File: src/rtl/freq_meter_pkg.sv
// Shared types and default sizing for the frequency meter.
// Holds the FSM state enum and default gate/count widths.
package freq_meter_pkg;

  typedef enum logic [1:0] {
    IDLE = 2'd0,
    GATE = 2'd1,
    DONE = 2'd2
  } state_t;

  localparam int GATE_CYCLES_DEF = 1000;
  localparam int CNT_W_DEF       = 16;

endpackage

File: src/rtl/sync_edge.sv
// 2-flop synchronizer plus rising-edge detector; pulse is 1 clk wide.
// Ports: clk, rst (async active-low), d (async input), pulse (output).
module sync_edge (
  input  logic clk,
  input  logic rst,
  input  logic d,
  output logic pulse
);

  logic s1, s2, s3;
  logic v1, v2, v3;

  // v* track which stages hold sampled data since reset, so a
  // signal already high at release is not mistaken for an edge.
  always_ff @(posedge clk or negedge rst) begin
    if (!rst) begin
      s1 <= 1'b0;
      s2 <= 1'b0;
      s3 <= 1'b0;
      v1 <= 1'b0;
      v2 <= 1'b0;
      v3 <= 1'b0;
    end else begin
      s1 <= d;
      s2 <= s1;
      s3 <= s2;
      v1 <= 1'b1;
      v2 <= v1;
      v3 <= v2;
    end
  end

  assign pulse = v3 & s2 & ~s3;

endmodule

File: src/rtl/freq_meter.sv
// Gated edge counter: counts sig_in rising edges over GATE_CYCLES clks.
// Ports: clk, rst (async low), sig_in, start, ack -> count, valid, busy, ovf.
// Define FREQ_METER_CONTINUOUS_EN to restart the gate on ack.
module freq_meter
  import freq_meter_pkg::*;
#(
  parameter int GATE_CYCLES = GATE_CYCLES_DEF,
  parameter int CNT_W       = CNT_W_DEF
) (
  input  logic             clk,
  input  logic             rst,
  input  logic             sig_in,
  input  logic             start,
  input  logic             ack,
  output logic [CNT_W-1:0] count,
  output logic             valid,
  output logic             busy,
  output logic             ovf
);

  localparam int TW = $clog2(GATE_CYCLES);
  localparam logic [TW-1:0] TLOAD = TW'(GATE_CYCLES - 1);

  state_t state, state_n;
  logic [TW-1:0] timer, timer_n;
  logic [CNT_W-1:0] wcnt, wcnt_n;
  logic [CNT_W-1:0] cnt_q, cnt_n;
  logic wovf, wovf_n;
  logic ovf_q, ovf_n;
  logic edge_p;

  sync_edge u_sync (
    .clk   (clk),
    .rst   (rst),
    .d     (sig_in),
    .pulse (edge_p)
  );

  always_ff @(posedge clk or negedge rst) begin
    if (!rst) begin
      state <= IDLE;
      timer <= '0;
      wcnt  <= '0;
      wovf  <= 1'b0;
      cnt_q <= '0;
      ovf_q <= 1'b0;
    end else begin
      state <= state_n;
      timer <= timer_n;
      wcnt  <= wcnt_n;
      wovf  <= wovf_n;
      cnt_q <= cnt_n;
      ovf_q <= ovf_n;
    end
  end

  always_comb begin
    state_n = state;
    timer_n = timer;
    wcnt_n  = wcnt;
    wovf_n  = wovf;
    cnt_n   = cnt_q;
    ovf_n   = ovf_q;
    unique case (state)
      IDLE: begin
        if (start) begin
          state_n = GATE;
          timer_n = TLOAD;
          wcnt_n  = '0;
          wovf_n  = 1'b0;
        end
      end
      GATE: begin
        if (edge_p) begin
          if (&wcnt) wovf_n = 1'b1;
          else       wcnt_n = wcnt + 1'b1;
        end
        // Latch the updated values so an edge in the last cycle counts.
        if (timer == '0) begin
          state_n = DONE;
          cnt_n   = wcnt_n;
          ovf_n   = wovf_n;
        end else begin
          timer_n = timer - 1'b1;
        end
      end
      DONE: begin
        if (ack) begin
`ifdef FREQ_METER_CONTINUOUS_EN
          state_n = GATE;
          timer_n = TLOAD;
          wcnt_n  = '0;
          wovf_n  = 1'b0;
`else
          state_n = IDLE;
`endif
        end
      end
      default: state_n = IDLE;
    endcase
  end

  assign count = cnt_q;
  assign ovf   = ovf_q;
  assign valid = (state == DONE);
  assign busy  = (state == GATE);

endmodule

File: config.mk
export PLATFORM = sky130hd
export DESIGN_NAME = freq_meter
export DESIGN_NICKNAME = d
export VERILOG_FILES = /design/src/rtl/freq_meter_pkg.sv /design/src/rtl/sync_edge.sv /design/src/rtl/freq_meter.sv
export SDC_FILE = /design/constraint.sdc
export NUM_CORES = 1
export LEC_CHECK = 0
export CAP_MARGIN = 10
export CORE_MARGIN = 2
export CORE_UTILIZATION = 60
export DETAILED_ROUTE_END_ITERATION = 10
export DONT_BUFFER_PORTS = 1
export GPL_TIMING_DRIVEN = 0
export PLACE_DENSITY = 0.76
export SYNTH_ARGS = -nofsm -noshare
export SYNTH_HDL_FRONTEND = slang
export SYNTH_SLANG_ARGS = --single-unit
File: constraint.sdc
create_clock -name clk -period 3.09 [get_ports clk]
set_clock_uncertainty 0.1 [all_clocks]
set_input_delay 0.618 -clock clk [delete_from_list [all_inputs] [get_ports clk]]
set_output_delay 0.618 -clock clk [all_outputs]
set_load 0.01 [all_outputs]
# [Yosys cells after proc, flatten, opt, wreduce, memory -nomap -nowiden]
# Index checks and enable logic that the tools add are counted.
# Widths: inputs -> output; s select.
[word_totals] output_inout_bits=19 reg_bits=52 word_cells=46 input_bits=5
[op_classes] n_mux=15 n_eq_ne=6 bitwise_logic=3 addsub=2 n_reduce_logical=8
[op_table] cell="$mux 16" count=3
[op_table] cell="$pmux 16 s2" count=1
[op_table] cell="$mux 10" count=2
[op_table] cell="$pmux 10 s2" count=1
[op_table] cell="$add 16x1->16 const B" count=1
[op_table] cell="$reduce_and 16->1" count=1
[op_table] cell="$logic_not 10->1" count=1
[op_table] cell="$sub 10x1->10 const B" count=1
[op_table] cell="$mux 2" count=3
[op_table] cell="$ne 2x2->1 const B" count=3
[op_table] cell="$pmux 2 s3" count=1
[op_table] cell="$reduce_and 3->1" count=2
[op_table] cell="$reduce_and 2->1" count=2
[op_table] cell="$mux 1" count=3
[op_table] cell="$and 1x1->1" count=2
[op_table] cell="$eq 2x1->1 const B" count=1
[op_table] cell="$eq 2x2->1 const B" count=1
[op_table] cell="$logic_not 2->1" count=1
[op_table] cell="$ne 2x1->1 const B" count=1
[op_table] cell="$pmux 1 s2" count=1
[op_table] cell="$reduce_bool 2->1" count=1
[op_table] cell="$not 1->1" count=1

# [Depth between registers and ports, before layout]
# Gate-level depths: netlist of the first run.
[logic_depth] word_depth=4 depth_mapped=8 mapped_depth_nobuf=7

# [Hierarchy]
# From an unflattened synthesis of the first run, not the netlist that was laid out.
[unflattened] hier_cells=264 area_unflattened_um2=2585.0
[by_module_without_submodules] module="freq_meter" area_each_um2=2422.3 cells_per_inst=256 instances=1 seq_area_each_um2=1151.1
[by_module_without_submodules] module="sync_edge" area_each_um2=162.7 cells_per_inst=8 instances=1 seq_area_each_um2=150.1

# [Worst setup path before layout of the first run]
# No wires, ideal clock.
[synth_timing] path_type="reg2reg" startpoint="register timer[7]" endpoint="register cnt_q[13], in the netlist count[13]" arrival_time_ns=1.774 path_buffers=1 required_ns=2.863 path_stages_with_launch=6 period_less_slack_ns=2.001 path_slack_ns=1.089 setup_ns=0.127 cell_sequence="dfrtp_1 or4_4 or4_4 buf_6 nor4b_2 a21oi_1"
[synth_via] elab_chain_len=2
[synth_rtl] element="from (decl)" line="freq_meter.sv:25" text="logic [TW-1:0] timer, timer_n;"
[synth_rtl] element="from (signal assigned)" line="freq_meter.sv:49" text="timer <= timer_n;"
[synth_rtl] element="$logic_not 10->1" line="freq_meter.sv:79" text="if (timer == '0) begin"
[synth_rtl] element="$reduce_and 2->1 (no source line)"
[synth_rtl] element="to (signal assigned)" line="freq_meter.sv:52" text="cnt_q <= cnt_n;"
[synth_rtl] element="to (decl)" line="freq_meter.sv:27" text="logic [CNT_W-1:0] cnt_q, cnt_n;"
# No other way between the ends.
# A chain may end at the register's enable or synchronous reset.

# [Final worst setup path of the first run]
[layout_timing] startpoint="register wcnt[0]" endpoint="register cnt_q[15], in the netlist count[15]"
[layout_via] elab_chain_len=3 elab_cells_between_ends=4 cone_classes="add/sub: 1; mux: 2; reduce/logical: 1"
[layout_rtl] element="from (decl)" line="freq_meter.sv:26" text="logic [CNT_W-1:0] wcnt, wcnt_n;"
[layout_rtl] element="from (signal assigned)" line="freq_meter.sv:50" text="wcnt <= wcnt_n;"
[layout_rtl] element="$add 16x1->16 or $reduce_and 16->1 (tied branches)" line="freq_meter.sv:76, freq_meter.sv:75"
[layout_rtl] element="$mux 16 (*)" line="freq_meter.sv:75" text="if (&wcnt) wovf_n = 1'b1;"
[layout_rtl] element="$mux 16 (*)" line="freq_meter.sv:74" text="if (edge_p) begin"
# Mark *: on every way between the ends. The rest lies on a longest branch, timed or not.

==> results of run 1 <==
-- state kept, by name (all words and copies together) (netlist names) --
signal / count
u_sync.s1: 1
u_sync.v3: 1
timer: 10
wovf: 1
state: 2
wcnt: 16
u_sync.v2: 1
u_sync.s3: 1
u_sync.v1: 1
u_sync.s2: 1
ovf: 1
count: 16
-- power by group --
group | switching (mW) | total (mW) | leakage (nW) | internal [mW]
sequential | 0.0981 | 0.865 | 0.662 | 0.767
clock | 0.222 | 0.462 | 0.0541 | 0.240
combinational | 0.128 | 0.249 | 0.493 | 0.121
-- Yosys cell counts, drive strengths merged (2+ instances only) --
library cell / instances
or2: 2
ha: 2
a211oi: 2
nand3: 7
a21oi: 12
nand3b: 2
and4: 3
inv: 7
xnor2: 8
nor3: 8
nor2: 20
mux2: 2
nor2b: 2
and2: 3
buf: 5
nand2: 28
o21ai: 31
dfrtp: 52
nor4: 2
clkbuf: 7
nor3b: 3
nand2b: 4
nand4b: 2
o21a: 2
and3: 5
a21o: 2
or4: 2
nor4b: 3
mux2i: 2
a31oi: 7
a22o: 4
nand4: 4
xor2: 5
-- path summary, 6_finish.rpt --
check	start	to	cells past startpoint
worst max-delay path	wcnt[0]$_DFFE_PN0P_	count[15]$_DFFE_PN0P_	6
worst min register to register	u_sync.s1$_DFF_PN0_	u_sync.s2$_DFF_PN0_	0
min in group clk	sig_in	u_sync.s1$_DFF_PN0_	0
max in group asynchronous	rst	timer[2]$_DFFE_PN0P_	1
worst max register to register	wcnt[0]$_DFFE_PN0P_	count[15]$_DFFE_PN0P_	6
worst min-delay path	rst	count[10]$_DFFE_PN0P_	1
-- worst reg2reg max path, cell delays in order (launching register included) --
cell and delay (ns):
dfrtp_1 0.44, ha_1 0.26, nand4b_1 0.33, nor3_1 0.56
nor2b_1 0.46, nor2_1 0.07, a21oi_1 0.16
-- routing by layer --
layer	track usage (%)	wire [um]
met4	10.7	63
met5	0	0
met3	3.63	261
met2	38.9	2540
met1	31.5	2300
-- what timing repair did --
action / in CTS / in global routing
setup endpoints to repair: 0 / 0
endpoints found under the hold margin: 52 / 0
hold buffers: 1 / 0
-- logic make-up (layout without fill, tap and decap cells) --
family                   after synthesis  in the layout  share of synthesized area, %
AND/OR/NAND/NOR                      102            102                          22.0
AO/OA/AOI/OAI                         70             70                          16.8
other                                  1              1                         0.146
adder cells (fa/ha/maj)                2              2                         0.972
flip-flops                            52             52                          50.5
buffers and inverters                 19             28                          3.55
multiplexers                           4              4                          1.65
XOR/XNOR                              13             13                          4.42
-- cell type report --
class | instances | area, um2
Clock buffer | 5 | 68.8
Sequential cell | 52 | 1300
Fill cell | 307 | 1280
Multi-Input combinational cell | 192 | 1180
Tap cell | 50 | 62.6
Timing Repair Buffer | 1 | 27.5
Buffer | 12 | 65.1
Inverter | 7 | 26.3
Clock inverter | 3 | 42.5
-- metrics by stage --
stage                     total power, mW  utilization, %
after floorplan                      1.05               -
after global placement               1.09            65.0
after detailed placement             1.11            65.0
after CTS                            1.59            68.4
after global routing                 1.67            68.4
final                                1.58            68.4
==> summary.md, run 1 <==
| Metric | Value |
|---|---|
| Clock Root Buffer | clkbuf_8 |
| Final net count | 278 |
| CP endpoint kind | flip-flop |
| Initial antenna violation count | 0 |
| Tmin final | 2.46 ns |
| H-tree depth | 2 |
| Crit start category | flip-flop |
| Initial Utilization | 63.5% |
| Setup TNS Final | 0 ns |
| Residual DRC count | 0 |
| Core Rows | 23 |
| Initial DRT Pass Iterations | 4 |
| Buffers on Ports | 0 |
| Leading cell type in the layout, fill and taps excluded | dfrtp_1 |
| Hold slack | 0.0473 ns |
| Final Wtd Congestion | 0.884 |
| Area growth from synthesis to layout | 7.82% |
| CTS tree | yes |
| Gate Count Post-Synth | 263 |
| Area after DPL | 2640 um2 |
| Post-CTS Setup Repair Bufs | 0 |
| Pre-CTS setup slack | 0.700 ns |
| Post-synthesis sequential area ratio | 50.5% |
| Chip width | 69.5 um |
| Dpl hpwl | 3510 um |
| Post-synth design cell area | 2570 um2 |
| Fin area | 2780 um2 |
| Area leader, netlist | dfrtp_1 |
| Max Transition Viols Final | 0 |
| Largest net degree at the start of global routing | 53 |
| Post-route ant nets | 0 |
| Number of synthesized flops with an enable pin | 0 |
| Hold crit path type | in2async |
| Io pins | 24 |
| 1st-iter DRT viols | 238 |
| Antenna cells | 0 |
| Placed instance count | 313 |
| Net Count, Synth | 270 |
| First-pass GRT wire length | 9150 um |
| Peak supply drop | 0.000407 V |
| Via-per-instance ratio | 6.15 |
| Fin cells | 322 |
| Die area | 4830 um2 |
| Arrival @ worst endpoint | 2.58 ns |
| Crit path largest cell delay | 0.56 ns |
| Outcome | complete, no violations |
| CP max-delay cell | nor3_1 |
| Total CTS buffers | 5 |
| Count of cell types in the netlist | 52 |
| Crit Path Category | reg2reg |
| Synthesized area per cell | 9.79 um2 |
| Final setup fails | 0 |
| Worst-path clk slew | 0.10 ns |
| Setup ws final | 0.632 ns |
| Max Clock Freq | 407 MHz |
| CP cell instances | ha_1, nand4b_1, nor3_1, nor2b_1, nor2_1, a21oi_1 |
| Max-slew headroom | 60.0% |
| Max Root-Sink Buffers | 2 |
| Layout cells sized above 1 | 9.56% |
| Largest cells by area after synthesis | dfrtp_1 51%, o21ai_0 5.8%, nand2_1 4.1% |
| Core footprint | 4060 um2 |
| Vias in the first global route | 1966 |
| Total clock sinks | 52 |
| CP bufs+invs | 0 |
| Via count | 1980 |
| Required @ worst endpoint | 3.21 ns |
| Worst-skew pair later-pin latency | 0.31 ns |
| Yosys top cell area share | 50.5% |
| R2R setup slack | 0.63 ns |
| Ys flop type | dfrtp_1 |
| Fin crit share | 79.6% |
| Worst slew pin tran | 0.601 ns |
| Gr ovfl total | 0 |
| Most frequent cells in the layout | 52 x dfrtp_1, 30 x o21ai_0, 28 x nand2_1 |
| Gr usage total | 23.8% |
| Die height | 69.5 um |
| RSZ-0062 raised after global routing | no |
| Post-synthesis register bit count | 52 |
| Cts repair resizes | 0 |
| Leakage power total | 1.21 nW |
| Worst-path maximum fanout | 7 |
| Power per cell area | 567 nW/um2 |
| Synth warnings | 0 |
| Per-cell routed wire length | 16.0 um |
| Max Cap Viol | 0 |
| Critical path's top delay family | simple AND/OR/NAND/NOR gates |
| Drt total wl | 5170 um |
| FFs w/ async S/R, synth | 100% |
| Final Hold Vio Count | 0 |
(Power assumes the default switching activity.)
==> run 2: changes to the inputs <==
Settings changed: CORE_UTILIZATION 60 to 56, PLACE_DENSITY 0.76 to 0.74.
Clock period 3.09 ns to 2 ns, I/O delays scaled along.
==> summary.md, run 2 (synthesis gave the netlist of run 1 again) <==
| Metric | Value |
|---|---|
| Logic pwr share | 20.1% |
| Initial antenna violation count | 0 |
| Peak supply drop | 0.000544 V |
| Largest net degree at the start of global routing | 53 |
| Residual DRC count | 0 |
| Max Clock Freq | 453 MHz |
| Crit start category | flip-flop |
| Max-slew headroom | 63.8% |
| Setup ws final | -0.206 ns |
| Per-cell routed wire length | 17.5 um |
| Most frequent cells in the layout | 47 x dfrtp_1, 20 x nand2_1, 18 x nor2_1 |
| Final Wtd Congestion | 0.882 |
| Leakage power total | 1.33 nW |
| Failing checks | setup timing |
| Clock Root Buffer | clkbuf_8 |
| Setup TNS Final | -1.44 ns |
| Buffers on Ports | 0 |
| Initial DRT Pass Iterations | 4 |
| Worst-skew pair later-pin latency | 0.30 ns |
| CP max-delay cell | or4_4 |
| Die area | 5160 um2 |
| Overall power | 2.35 mW |
| Leading cell type in the layout, fill and taps excluded | dfrtp_1 |
| Crit path largest cell delay | 0.60 ns |
| CP cell instances | or4_4, or4_4, a211oi_1, a21o_1 |
| Final setup fails | 20 |
| CTS tree | yes |
| Hold slack | 0.0239 ns |
| HP Start | sig_in |
| Initial Utilization | 58.7% |
| Max Transition Viols Final | 0 |
| Io pins | 24 |
| Total CTS buffers | 5 |
| Met1 GRT Util | 31.2% |
| Dpl hpwl | 3560 um |
| Post-route ant nets | 0 |
| Area growth from synthesis to layout | 19.0% |
| Layout cells sized above 1 | 24.1% |
| Sw power | 0.705 mW |
| Required @ worst endpoint | 2.14 ns |
| Arrival @ worst endpoint | 2.35 ns |
| Crit-path most repeated cell | or4_4 |
| CP bufs+invs | 0 |
| Max Cap Viol | 0 |
| Outcome | finished with violations |
| Via count | 2079 |
| Internal power | 1.65 mW |
| Flop pwr share | 56.9% |
| Area after DPL | 2640 um2 |
| Worst slew pin tran | 0.538 ns |
| Global Route met2 Usage | 37.8% |
| Via-per-instance ratio | 6.22 |
| Gr ovfl total | 0 |
| Chip width | 71.8 um |
| Gr usage total | 23.5% |
| First-pass GRT wire length | 9230 um |
| R2R setup slack | -0.21 ns |
| Sw frac | 30.0% |
| Max Root-Sink Buffers | 2 |
| Fin cells | 334 |
| Tmin final | 2.21 ns |
| RR Startpoint | timer[6]$_DFFE_PN0P_ |
| Placed instance count | 315 |
| Pre-CTS setup slack | -0.376 ns |
| Hold crit path type | in2reg |
| Worst-path clk slew | 0.08 ns |
| RSZ-0062 raised after global routing | yes |
| Core footprint | 4380 um2 |
| H-tree depth | 2 |
| R2r worst-path depth | 4 |
| Fin crit share | 110% |
| Crit Path Category | reg2reg |
| Final Hold Vio Count | 0 |
| Vias in the first global route | 1928 |
| Drt total wl | 5850 um |
| Hold Path Depth | 0 |
| Power per cell area | 768 nW/um2 |
| Fin area | 3060 um2 |
| Core Rows | 24 |
| Antenna cells | 0 |
| Clock network power share | 23.0% |
| CP endpoint kind | flip-flop |
| Worst-path maximum fanout | 6 |
| Met3 Use GR | 4.08% |
| Hold Path End | u_sync.s1$_DFF_PN0_ |
| Gr busiest metal | met2 |
| Die height | 71.8 um |
| FILL cells | 324 |
| 1st-iter DRT viols | 204 |
| Final net count | 291 |
| Total clock sinks | 52 |
| Post-layout util | 69.9% |
| Worst R2R End | count[2]$_DFFE_PN0P_ |
| Critical path's top delay family | simple AND/OR/NAND/NOR gates |
run 2: worst max-delay path by stage:
stage,start,to,slack [ns],cells after the start
final,timer[6]$_DFFE_PN0P_,count[2]$_DFFE_PN0P_,-0.21,4
after global routing,timer[6]$_DFFE_PN0P_,count[2]$_DFFE_PN0P_,-0.21,4
after CTS,timer[9]$_DFFE_PN0P_,count[15]$_DFFE_PN0P_,-0.08,5
after detailed placement,wcnt[0]$_DFFE_PN0P_,count[15]$_DFFE_PN0P_,-0.38,6
after global placement,wcnt[0]$_DFFE_PN0P_,count[15]$_DFFE_PN0P_,-0.35,6
after floorplan,timer[6]$_DFFE_PN0P_,count[13]$_DFFE_PN0P_,0.004,5
run 2: repair_timing:
item	in CTS	in global routing
setup endpoints to repair	29	38
buffers inserted	5	6
endpoints found under the hold margin	52	0
hold buffers	2	0
pin swaps	2	15
gates resized for setup	14	52
cloned	1	2
run 2: power groups by stage:
stage / clock network (mW) / logic (mW) / registers (mW)
2_1_floorplan: 0 / 0.304 / 1.32
3_3_place_gp: 0 / 0.340 / 1.34
3_5_place_dp: 0 / 0.356 / 1.35
4_1_cts: 0.553 / 0.413 / 1.33
5_1_grt: 0.588 / 0.545 / 1.36
6_report: 0.542 / 0.473 / 1.34
run 2: layer usage:
metal  up-vias  wire length, um
li1        987                -
met3        10              360
met1      1003             2450
met5         -                0
met4         0               95
met2        79             2940
run 2: area by class of cell:
class | count | area, um2 | share of cell area, %
tap | 52 | 65.1 | 2.12
sequential | 52 | 1310 | 42.7
timing repair buffer | 15 | 173 | 5.64
clock buffer | 5 | 68.8 | 2.25
inverter | 7 | 26.3 | 0.858
multi-input combinational | 193 | 1350 | 43.9
buffer | 10 | 77.6 | 2.53
